==> src/rtl/ps2_key_receiver.sv <==
// PS/2 keyboard receiver: syncs, filters and decodes 11-bit frames into scancodes.
// Optional PS2_BREAK_FILTER_EN suppresses break (F0 xx) sequences.
module ps2_key_receiver #(
  parameter int FILTER_LEN     = 8,
  parameter int TIMEOUT_CYCLES = 50000
) (
  input  logic       clock,
  input  logic       reset,
  input  logic       ps2_clk,
  input  logic       ps2_data,
  output logic [7:0] ps2_out,
  output logic       ps2_key_pressed,
  output logic       frame_error
);

  localparam int FW = $clog2(FILTER_LEN + 1);
  localparam int TW = $clog2(TIMEOUT_CYCLES + 1);
  localparam logic [FW-1:0] FLAST = FW'(FILTER_LEN - 1);
  localparam logic [TW-1:0] TMAX  = TW'(TIMEOUT_CYCLES);

  typedef enum logic [1:0] {
    S_IDLE,
    S_DATA,
    S_PARITY,
    S_STOP
  } state_t;

  logic          clk_s1_q, clk_s2_q;
  logic          dat_s1_q, dat_s2_q;
  logic          filt_q;
  logic [FW-1:0] fcnt_q;
  logic          fall_q;
  state_t        state_q;
  logic [2:0]    bitcnt_q;
  logic [7:0]    byte_q;
  logic          par_q;
  logic [TW-1:0] timer_q;
  logic [7:0]    out_q;
  logic          key_q;
  logic          err_q;
`ifdef PS2_BREAK_FILTER_EN
  logic          brk_q;
`endif

  // Two-flop synchronizers for both device lines, idling high
  always_ff @(posedge clock or posedge reset) begin
    if (reset) begin
      clk_s1_q <= 1'b1;
      clk_s2_q <= 1'b1;
      dat_s1_q <= 1'b1;
      dat_s2_q <= 1'b1;
    end else begin
      clk_s1_q <= ps2_clk;
      clk_s2_q <= clk_s1_q;
      dat_s1_q <= ps2_data;
      dat_s2_q <= dat_s1_q;
    end
  end

  // Glitch filter on the clock line plus registered falling-edge pulse
  always_ff @(posedge clock or posedge reset) begin
    if (reset) begin
      filt_q <= 1'b1;
      fcnt_q <= '0;
      fall_q <= 1'b0;
    end else begin
      fall_q <= 1'b0;
      if (clk_s2_q == filt_q) begin
        fcnt_q <= '0;
      end else if (fcnt_q == FLAST) begin
        filt_q <= clk_s2_q;
        fcnt_q <= '0;
        fall_q <= filt_q;
      end else begin
        fcnt_q <= fcnt_q + 1'b1;
      end
    end
  end

  // Frame FSM with inter-edge timeout and registered strobes
  always_ff @(posedge clock or posedge reset) begin
    if (reset) begin
      state_q  <= S_IDLE;
      bitcnt_q <= '0;
      byte_q   <= '0;
      par_q    <= 1'b0;
      timer_q  <= '0;
      out_q    <= '0;
      key_q    <= 1'b0;
      err_q    <= 1'b0;
`ifdef PS2_BREAK_FILTER_EN
      brk_q    <= 1'b0;
`endif
    end else begin
      key_q <= 1'b0;
      err_q <= 1'b0;
      if (state_q == S_IDLE) begin
        timer_q  <= '0;
        bitcnt_q <= '0;
        if (fall_q && !dat_s2_q) begin
          state_q <= S_DATA;
        end
      end else if (fall_q) begin
        timer_q <= '0;
        case (state_q)
          S_DATA: begin
            byte_q[bitcnt_q] <= dat_s2_q;
            if (bitcnt_q == 3'd7) begin
              state_q <= S_PARITY;
            end else begin
              bitcnt_q <= bitcnt_q + 3'd1;
            end
          end
          S_PARITY: begin
            par_q   <= dat_s2_q;
            state_q <= S_STOP;
          end
          S_STOP: begin
            state_q  <= S_IDLE;
            bitcnt_q <= '0;
            if (dat_s2_q && (^{byte_q, par_q})) begin
`ifdef PS2_BREAK_FILTER_EN
              if (brk_q) begin
                brk_q <= 1'b0;
              end else if (byte_q == 8'hF0) begin
                brk_q <= 1'b1;
              end else begin
                out_q <= byte_q;
                key_q <= 1'b1;
              end
`else
              out_q <= byte_q;
              key_q <= 1'b1;
`endif
            end else begin
              err_q <= 1'b1;
`ifdef PS2_BREAK_FILTER_EN
              brk_q <= 1'b0;
`endif
            end
          end
          default: state_q <= S_IDLE;
        endcase
      end else if (timer_q == TMAX) begin
        state_q  <= S_IDLE;
        bitcnt_q <= '0;
        timer_q  <= '0;
        err_q    <= 1'b1;
`ifdef PS2_BREAK_FILTER_EN
        brk_q    <= 1'b0;
`endif
      end else begin
        timer_q <= timer_q + 1'b1;
      end
    end
  end

  assign ps2_out         = out_q;
  assign ps2_key_pressed = key_q;
  assign frame_error     = err_q;

endmodule

==> config.mk <==
export PLATFORM = sky130hd
export DESIGN_NAME = ps2_key_receiver
export DESIGN_NICKNAME = d
export VERILOG_FILES = /design/src/rtl/ps2_key_receiver.sv
export SDC_FILE = /design/constraint.sdc
export NUM_CORES = 1
export LEC_CHECK = 0
export BUFFER_PORTS_ARGS = -buffer_cell sky130_fd_sc_hd__clkbuf_2
export CAP_MARGIN = 20
export CORE_ASPECT_RATIO = 1.5
export CORE_MARGIN = 3
export CORE_UTILIZATION = 50
export CTS_BUF_LIST = sky130_fd_sc_hd__clkbuf_2 sky130_fd_sc_hd__clkbuf_4 sky130_fd_sc_hd__clkbuf_8
export DETAILED_ROUTE_END_ITERATION = 12
export GPL_ROUTABILITY_DRIVEN = 0
export PLACE_DENSITY = 0.69
export REMOVE_ABC_BUFFERS = 1
export SLEW_MARGIN = 15
export SYNTH_ARGS = -nofsm -noshare
export SYNTH_HDL_FRONTEND = slang
export SYNTH_SLANG_ARGS = --single-unit
==> constraint.sdc <==
create_clock -name clock -period 2.1 [get_ports clock]
set_clock_uncertainty 0.1 [all_clocks]
set_input_delay 0.42 -clock clock [delete_from_list [all_inputs] [get_ports clock]]
set_output_delay 0.42 -clock clock [all_outputs]
set_load 0.02 [all_outputs]
==> summary.md <==
| Metric | Value |
|---|---|
| P&R area growth vs syn | 14.8% |
| Min Tclk post-route | 2050 ps |
| Core Util, Final | 60.5% |
| Max frequency | 0.488 GHz |
| # rows | 30 |
| Worst Path Arrival | 2130 ps |
| CTS Buf Count | 5 |
| Pleak | 1.34 nW |
| Worst Reg-to-Reg Cells | 4 |
| Worst hold path class | in2async |
| Final net count | 250 |
| First-pass iteration count of the detailed router | 4 |
| Clock Power Share | 26.9% |
| Setup violators final | 0 |
| Routed WL | 4040 um |
| Clock Root Buffer | clkbuf_8 |
| FF-to-FF setup slack | 50 ps |
| Cts hold-fix bufs | 0 |
| Die H | 91.1 um |
| Initial Utilization | 52.7% |
| Area after DPL | 2650 um2 |
| Die Width | 62.7 um |
| Slew @ Worst Pin | 483 ps |
| Post-synthesis cell type count | 36 |
| Crit. Startpoint | timer_q[6] |
| Sequential area share after synthesis | 52.1% |
| Final design instance area without fill | 2770 um2 |
| Proportion of power drawn by combinational gates | 22.1% |
| Status | finished, final reports clean |
| P_int | 1.53 mW |
| Reg2reg start | timer_q[6] |
| Largest net degree at the start of global routing | 25 |
| N_diodes | 0 |
| Final total power | 2.14 mW |
| 1st-iter DRT viols | 78 |
| Slew Viols, Final | 0 |
| Vias in the first global route | 1548 |
| DP Cell Count | 294 |
| Slew headroom | 67.7% |
| First-pass GRT wire length | 6870 um |
| # clock sinks | 50 |
| Maximum vdd ir drop | 0.630 mV |
| WL per Instance | 13.4 um |
| Pwr dens | 771 nW/um2 |
| Flip-flop and latch count after synthesis | 50 |
| Clk slew on worst S/H paths | 90 ps |
| DRC Markers | 0 |
| Clock buffer depth | 2 |
| HPWL after detailed placement | 3040 um |
| Final cell count without fillers | 302 |
| Vias post-DR | 1561 |
| CTS tree | built |
| Core area | 4580 um2 |
| RSZ-0062 raised after global routing | yes |
| Setup tns final | 0 ps |
| Final period util | 97.5% |
| Mean post-synth cell area | 11.7 um2 |
| Level count of the clock H-tree | 2 |
| WP data required | 2180 ps |
| Total grt overflow | 0 |
| All-Layer GR Usage | 15.0% |
| Hold Vio Cnt, Final | 0 |
| Reg power frac | 51.0% |
| Initial antenna violation count | 0 |
| Share of post-route cells with drive strength above 1 | 29.0% |
| Post-Syn Instances | 207 |
| Switching share of power | 28.5% |
| Setup crit start kind | flop |
| Reg2reg end | bitcnt_q[0] |
| Crit path max fanout | 6 |
| Kind of end point of the critical path | flop |
| DIE AREA | 5710 um2 |
| Crit Path Class | reg2reg |
| Synthesized area | 2410 um2 |
| Yosys warns | 0 |
| I/O pin total | 14 |
| Max_cap viols | 0 |
| Post-CTS Setup Bufs | 0 |
| Net load switching power | 0.609 mW |
| ANT nets after route | 0 |
| Clk_lat worst skew | 300 ps |
| DR vias/cell | 5.17 |
| IO buf count | 13 |
| Fillers | 399 |
==> metal layers <==
| layer | vias to the layer above | GRT usage [%] | routed length [um] |
|---|---|---|---|
| met1 | 759 | 18.2 | 1790 |
| li1 | 784 | - | - |
| met3 | 7 | 2.97 | 66 |
| met2 | 11 | 26.8 | 2140 |
| met4 | 0 | 4.42 | 51 |
| met5 | - | 0 | 0 |
==> worst max path at each step <==
| stage | depth (start not counted) | endpoint |
|---|---|---|
| global route | 6 | bitcnt_q[0] |
| floorplan | 6 | bitcnt_q[0] |
| global placement | 6 | bitcnt_q[0] |
| detailed placement | 6 | state_q[0] |
| finish | 4 | bitcnt_q[0] |
| CTS | 6 | bitcnt_q[0] |
==> power groups by stage <==
| stage | combinational (mW) | sequential [mW] | clock, mW |
|---|---|---|---|
| detailed placement | 0.467 | 1.11 | 0 |
| floorplan | 0.301 | 1.10 | 0 |
| finish | 0.473 | 1.09 | 0.574 |
| CTS | 0.470 | 1.09 | 0.594 |
| global placement | 0.454 | 1.10 | 0 |
| global route | 0.535 | 1.10 | 0.634 |
==> registers in the layout, summed over array words and instances, names as in the netlist <==
register	flops
ps2_key_pressed	1
clk_s1_q	1
par_q	1
frame_error	1
fcnt_q	4
fall_q	1
ps2_out	8
dat_s2_q	1
byte_q	8
timer_q	16
filt_q	1
state_q	2
dat_s1_q	1
bitcnt_q	3
clk_s2_q	1
==> placed cells by master (no fill, tap or decap), types with 2 or more instances in the layout <==
cell type	instances
dfrtp_1	45
mux2_2	18
nor2_1	16
buf_4	15
clkbuf_2	13
nand3_1	12
inv_1	11
nand2_1	11
xor2_1	10
ha_1	9
a21oi_1	6
nand4_1	6
clkbuf_8	6
mux2i_1	5
nor3_1	5
xnor2_1	5
dfstp_2	5
o21ai_0	4
nor3b_1	3
o31ai_1	3
nand3b_1	2
nor2b_1	2
mux2_4	2
and4_1	2
or4_1	2
or3_1	2
xnor3_1	2
==> per-stage QoR <==
step / worst slack, ps / hold slack [ps]
6_report: 52.0 / 10.2
4_1_cts: -12.4 / 32.9
3_5_place_dp: -22.2 / 247
3_3_place_gp: 7.97 / 249
5_1_grt: -41.5 / 30.5
2_1_floorplan: -400 / 245
==> timing repair <==
action                     4_1_cts  5_1_grt
setup endpoints to repair        3       29
resized for setup                2        4
pin swaps                        2        2
==> Yosys cell counts <==
library cell,n,area share [%]
nor3_1,6,1.2
xor3_1,1,0.99
xor2_1,10,3.6
or4_4,1,0.47
and3_1,2,0.52
dfrtp_1,45,47
dfstp_2,5,5.4
nor2_1,16,2.5
nor4_1,1,0.26
mux2i_1,5,2.1
mux2_1,1,0.47
nor2b_1,3,0.78
inv_1,12,1.9
ha_1,9,4.7
o21ai_2,1,0.36
xnor3_1,2,1.9
nand4b_1,1,0.36
nand3b_1,2,0.62
or3_1,2,0.52
o31ai_1,3,0.93
o21ai_0,4,0.83
nand3_1,12,2.5
and4_1,2,0.73
xnor2_1,5,1.8
and2_1,1,0.26
a21oi_1,6,1.2
buf_2,1,0.21
o41ai_4,1,1.1
nor3b_1,3,0.93
mux2_2,19,8.9
or4_1,2,0.62
nand4_1,6,1.6
nand2b_1,1,0.26
nand2_1,11,1.7
or4bb_1,1,0.47
clkbuf_1,4,0.62
==> cell type report <==
class	instances	area, um2	share of cell area (%)
Clock buffer	6	82.6	2.98
Clock inverter	2	12.5	0.452
Timing Repair Buffer	28	178	6.42
Sequential cell	50	1260	45.4
Tap cell	64	80.1	2.89
Multi-Input combinational cell	140	1110	40.2
Inverter	12	45.0	1.63
==> cells by family (layout without fill, tap and decap cells) <==
logic type | after synthesis | count (layout) | synth area share [%]
mux | 25 | 25 | 11.4
xor+xnor | 18 | 18 | 8.30
fa+ha+maj | 9 | 9 | 4.67
simple gates | 73 | 73 | 16.3
buf+inv | 17 | 48 | 2.70
compound gates | 15 | 15 | 4.51
flops | 50 | 50 | 52.1
==> critical path, stage by stage, from the launching register on <==
cell and delay, ps:
dfrtp_1 450, or4bb_4 580, o41ai_4 370, o21ai_2 120, mux2_4 310
No activity file was read; power rests on OpenSTA's default activity.
